## config.mk

```make
export PLATFORM = sky130hd
export DESIGN_NAME = sigmoid_pipe
export DESIGN_NICKNAME = d
export VERILOG_FILES = /design/src/rtl/sigmoid_pipe.sv
export SDC_FILE = /design/constraint.sdc
export NUM_CORES = 1
export LEC_CHECK = 0
export ABC_AREA = 1
export ABC_CLOCK_PERIOD_IN_PS = 4720
export BUFFER_PORTS_ARGS = -buffer_cell sky130_fd_sc_hd__buf_2
export CAP_MARGIN = 20
export CORE_MARGIN = 1
export CORE_UTILIZATION = 39
export DETAILED_ROUTE_END_ITERATION = 8
export MAX_ROUTING_LAYER = met4
export PLACE_DENSITY = 0.69
export SLEW_MARGIN = 20
export SYNTH_ARGS = -nofsm -noshare
export SYNTH_HDL_FRONTEND = slang
export SYNTH_SLANG_ARGS = --single-unit
```

## constraint.sdc

```tcl
create_clock -name clk -period 4.72 [get_ports clk]
set_clock_uncertainty 0.15 [all_clocks]
set_input_delay 1.18 -clock clk [delete_from_list [all_inputs] [get_ports clk]]
set_output_delay 1.18 -clock clk [all_outputs]
set_load 0.01 [all_outputs]
```

## src/rtl/sigmoid_pipe.sv

```systemverilog
// Logistic activation a = sigmoid(z) using the PLAN piecewise-linear approximation.
// The datapath uses only shifts and adds, and the pipeline stalls as a whole under output backpressure.
module sigmoid_pipe #(
  parameter int WIDTH = 32,
  parameter int FRAC  = 16
) (
  input  logic           clk,
  input  logic           rst,
  input  logic           in_valid,
  output logic           in_ready,
  input  logic [WIDTH:0] z,
  output logic           out_valid,
  input  logic           out_ready,
  output logic [WIDTH:0] a
);

  typedef enum logic [1:0] {
    region_0,
    region_1,
    region_2,
    region_3
  } region_t;

  localparam logic [WIDTH:0] one_val   = (WIDTH+1)'(1)  << FRAC;
  localparam logic [WIDTH:0] half_val  = (WIDTH+1)'(1)  << (FRAC - 1);
  localparam logic [WIDTH:0] th_5      = (WIDTH+1)'(5)  << FRAC;
  localparam logic [WIDTH:0] th_2375   = (WIDTH+1)'(19) << (FRAC - 3);
  localparam logic [WIDTH:0] c_0625    = (WIDTH+1)'(5)  << (FRAC - 3);
  localparam logic [WIDTH:0] c_084375  = (WIDTH+1)'(27) << (FRAC - 5);
  localparam logic [WIDTH:0] most_neg  = {1'b1, {WIDTH{1'b0}}};
  localparam logic [WIDTH:0] max_pos   = {1'b0, {WIDTH{1'b1}}};

  // Handshake: a transfer occurs on a rising edge where valid and ready are both 1.
  // Every stage moves together when adv = !out_valid | out_ready and holds otherwise,
  // so in_ready depends combinationally on out_ready only.
  logic adv;
  assign adv      = !out_valid || out_ready;
  assign in_ready = adv;

  // Capture register: z is taken here on the accepting edge.
  logic           v0;
  logic [WIDTH:0] z0;

  // S1: sign, magnitude and region.
  logic           v1;
  logic           neg1;
  logic [WIDTH:0] m1;
  region_t        region1;

  // S2: positive-side curve value.
  logic           v2;
  logic           neg2;
  logic [WIDTH:0] y2;

  logic           neg_c;
  logic [WIDTH:0] m_c;
  region_t        region_c;
  logic [WIDTH:0] y_c;
  logic [WIDTH:0] a_c;

  always_comb begin
    neg_c = z0[WIDTH];
    m_c   = z0;
    if (neg_c) begin
      // The most-negative value has no positive counterpart, so it saturates.
      if (z0 == most_neg) m_c = max_pos;
      else                m_c = -z0;
    end
    if (m_c >= th_5)         region_c = region_3;
    else if (m_c >= th_2375) region_c = region_2;
    else if (m_c >= one_val) region_c = region_1;
    else                     region_c = region_0;
  end

  always_comb begin
    y_c = half_val;
    case (region1)
      region_3: y_c = one_val;
      region_2: y_c = (m1 >> 5) + c_084375;
      region_1: y_c = (m1 >> 3) + c_0625;
      default:  y_c = (m1 >> 2) + half_val;
    endcase
  end

  // y never exceeds 1.0, so the mirror for negative inputs cannot go below zero.
  always_comb begin
    a_c = neg2 ? (one_val - y2) : y2;
  end

  always_ff @(posedge clk or posedge rst) begin
    if (rst) begin
      v0        <= 1'b0;
      z0        <= '0;
      v1        <= 1'b0;
      neg1      <= 1'b0;
      m1        <= '0;
      region1   <= region_0;
      v2        <= 1'b0;
      neg2      <= 1'b0;
      y2        <= '0;
      out_valid <= 1'b0;
      a         <= '0;
    end else if (adv) begin
      v0 <= in_valid;
      if (in_valid) z0 <= z;
      v1 <= v0;
      if (v0) begin
        neg1    <= neg_c;
        m1      <= m_c;
        region1 <= region_c;
      end
      v2 <= v1;
      if (v1) begin
        neg2 <= neg1;
        y2   <= y_c;
      end
      out_valid <= v2;
      if (v2) a <= a_c;
    end
  end

endmodule
```

---- After elaboration in Yosys (flattened, before gate mapping) ----
Index checks and enable logic that the tools add are counted.
W data, S select, Z words.
word-level totals
  register bits after elaboration ......... 140
cells by class
  add/sub/neg operators ................... 5
  magnitude comparators ................... 3
  equal/unequal tests ..................... 4
  muxes and demuxes ....................... 7
  reductions and logical operators ........ 6
operators by type and width
  cell                      count
  $mux W33                  3
  $pmux W32 S3              1
  $eq A33 B33 Y1 const B    1
  $ge A33 B17 Y1 const B    1
  $ge A33 B18 Y1 const B    1
  $ge A33 B19 Y1 const B    1
  $neg A33 Y33              1
  $sub A17 B33 Y33 const A  1
  $add A31 B16 Y32 const B  1
  $add A30 B16 Y31 const B  1
  $add A28 B16 Y29 const B  1
  $reduce_and A2 Y1         4
  $eq A2 B2 Y1 const B      2
  $mux W2                   2
  $eq A2 B1 Y1 const B      1
  $logic_not A1 Y1          1
  $logic_or A1 B1 Y1        1
  $mux W1                   1

---- Logic depth before layout (Yosys ltp) ----
  depth after elaboration ................. 7
  mapped depth ............................ 16
  gate-level depth less buffers ........... 15

---- Worst setup path before layout ----
Ideal clock, no wire load.
  kind .................................... input-to-output
  from .................................... in out_ready
  to ...................................... out in_ready
  arrival time ............................ 1493 ps
  data required time ...................... 3390 ps
  slack ................................... 1897 ps
  stages .................................. 2
  path buffers ............................ 0
  cell sequence ........................... nor2_1 > inv_1
between the ends
  word-level cells in the longest chain between the ends .. 1
ends and longest elaborated chain
  what                line  text
  from (decl)         13    input logic out_ready,
  $logic_or A1 B1 Y1  37    assign adv = !out_valid || out_ready;
  to (decl)           10    output logic in_ready,
Every way passes these cells.

---- Worst setup path in the final report ----
Same ends and word-level chain as after synthesis.

==> summary.md <==
| Metric | Value |
|---|---|
| Outcome | finished, final reports clean |
| Largest area contributor in the netlist | dfrtp_1 |
| RSZ-0062 raised after global routing | no |
| Ys async rst share | 100% |
| Remaining antenna violation count | 0 |
| Top cell type's share of synthesized area | 41.5% |
| Gr ovfl total | 0 |
| Slew margin rel. | 41.9% |
| Core area | 20,500 sq um |
| Die area | 21,800 sq um |
| Post-synth EDFFs | 0 |
| Buffers added on ports | 71 |
| Skew-Pair Late Insertion Delay | 0.42 ns |
| Pwr dens | 605 nW/um^2 |
| Final worst-path cycle share | 70.4% |
| Main flop type after synthesis | dfrtp_1 |
| I/O Pins | 72 |
| Period minus WS final | 3.32 ns |
| Cts-stage hold buffer count | 0 |
| Final Max Tran Viols | 0 |
| Syn_nets | 1,184 |
| Post_cts resized | 0 |
| Die Width | 148 um |
| Routed wire length | 21,100 um |
| Startpoint Class | primary input |
| CTS root buffer | clkbuf_16 |
| Pleak | 4.38 nW |
| Num Clock Sinks | 137 |
| Worst slew pin tran | 0.871 ns |
| Initial Util | 40.3% |
| First-pass iteration count of the detailed router | 5 |
| Area grow syn2layout | 14.7% |
| Hpwl dp | 15,600 um |
| Peak VDD IR | 0.000260 V |
| Synth Area per Inst | 7.24 sq um |
| Via count of the first global-routing pass | 7,168 |
| Critical path class | in2out |
| GRT Overall Usage | 21.2% |
| Metal-1 WL | 10,300 um |
| Synth cell types | 48 |
| Sequential fraction of the synthesis area | 41.5% |
| Drc violations | 0 |
| HP Class | reg2reg |
| Yosys reg bits | 137 |
| Total number of vias | 7,549 |
| CP Capture Type | output port |
| CTS tree | built |
| First-pass GRT wire length | 35,900 um |
| Largest net degree at the start of global routing | 72 |
| Final TNS setup | 0 ns |
| Fin cells | 1,477 |
| Ratio of cells with drive above 1 in the final layout | 13.3% |
| CP required | 3.39 ns |
| Worst EP arrival | 1.99 ns |
| Vias per cell | 5.11 |
| F_max | 301 MHz |
| Routability congestion estimate | 0.897 |
| Highest metal used | met4 |
| Initial antenna violation count | 0 |
| Crit-path max FO | 6 |
| Clock Tree Buf Depth | 2 |
| Yosys synthesis warning count | 0 |
| Filler cells | 2,060 |
| Met2 WL | 9360 um |
| Final setup viols | 0 |
| Die H | 148 um |
| Finished Core Util | 46.2% |
| Wire per inst | 14.3 um |
| Clock-pin transition on the worst setup and hold timing paths | 0.06 ns |
| Post-CTS Setup Bufs | 0 |
| 1st-iter DRT viols | 520 |
| FP Rows | 52 |
| Final hold vios | 0 |
| Mapped Area | 8260 sq um |
| Placed Instances | 1,445 |
| ANT cells | 0 |
| H-tree levels | 4 |
| Max-cap viol count | 0 |
| # nets final | 1,238 |
| Post-synthesis cell count | 1,140 |
| Top post-synthesis cells by area | dfrtp_1 42%, nand2_1 9.8%, o21ai_0 7.6% |
| Num CTS Buffers | 17 |
| Metal3 WL | 1040 um |
Yosys cell counts (all sizes together), types with 9 or more instances:
master and n:
buf 14, nor2 184, inv 126, nand2 222
dfrtp 137, a21oi 77, nor3 9, a31oi 14
clkbuf 32, nand3 79, o21ai 132, xor2 23
o22ai 13, nand4 18
worst max-delay path: stages:
cell	delay (ns)
buf_2	0.10
nor2_1	0.28
inv_1	0.23
buf_2	0.19
registers in the layout, summed over array words and instances (netlist names):
| signal | cells |
|---|---|
| m1 | 31 |
| neg1 | 1 |
| a | 33 |
| neg2 | 1 |
| z0 | 33 |
| v1 | 1 |
| out_valid | 1 |
| y2 | 32 |
| region1 | 2 |
| v0 | 1 |
| v2 | 1 |
final timing paths:
kind                                        startpoint                 end  slack, ns  cells after the start
worst max-delay path                         out_ready            in_ready       1.40                      4
worst min-delay path                 a[21]$_DFFE_PP0P_   a[21]$_DFFE_PP0P_       0.32                      2
worst max register to register  region1[0]$_DFFE_PP0P_  y2[27]$_DFFE_PP0P_       2.17                      6
worst min register to register       a[21]$_DFFE_PP0P_   a[21]$_DFFE_PP0P_       0.32                      2
max in group asynchronous                          rst   a[24]$_DFFE_PP0P_       2.83                      3
min in group asynchronous                          rst   y2[0]$_DFFE_PP0P_       0.72                      2
power breakdown:
| group | switching [mW] | internal (mW) |
|---|---|---|
| Clock | 0.498 | 0.869 |
| Combinational | 1.47 | 0.816 |
| Sequential | 0.453 | 1.62 |
through the flow:
step | power [mW] | instance area [sq um] | setup WS (ns) | hold WS [ns]
floorplan | 3.68 | 8260 | 1.68 | 0.282
global placement | 4.30 | 8860 | 1.42 | 0.310
detailed placement | 4.36 | 8860 | 1.38 | 0.311
CTS | 5.75 | 9470 | 1.38 | 0.327
global route | 6.21 | 9470 | 1.34 | 0.359
finish | 5.73 | 9470 | 1.40 | 0.325
cells in the final DEF (no fill, tap or decap), types with 7 or more instances in the layout:
cell type	instances
a21oi_1	76
a31oi_1	14
buf_2	71
buf_4	9
clkbuf_16	17
dfrtp_1	137
ha_1	7
inv_1	123
mux2_2	8
nand2_1	215
nand3_1	78
nand4_1	18
nor2_1	163
nor2_2	17
o21ai_0	126
o22ai_1	13
xnor2_1	8
xor2_1	23
kinds of logic after synthesis:
group	Yosys count	share of synthesized area, %
AND/OR/NAND/NOR	518	27.1
buffers and inverters	174	8.17
multiplexers	8	1.09
XOR/XNOR	31	3.29
flip-flops	137	41.5
adder cells (fa/ha/maj)	7	1.06
AO/OA/AOI/OAI	265	17.8
layout make-up:
cell class / count / area, sq um / area share (%)
multi-input cells: 829 / 4160 / 44.0
flip-flops and latches: 137 / 3430 / 36.2
inverters: 128 / 484 / 5.11
clock buffers: 20 / 467 / 4.93
repair buffers: 81 / 443 / 4.68
well taps: 270 / 338 / 3.57
clock inverters: 12 / 148 / 1.56
per-layer routing:
layer,global-route usage (%),vias to the layer above
li1,-,3870
met1,29.1,3411
met2,31.4,238
met3,3.73,30
met4,7.47,0
met5,-,-
Power figures use the tool's default switching activity.
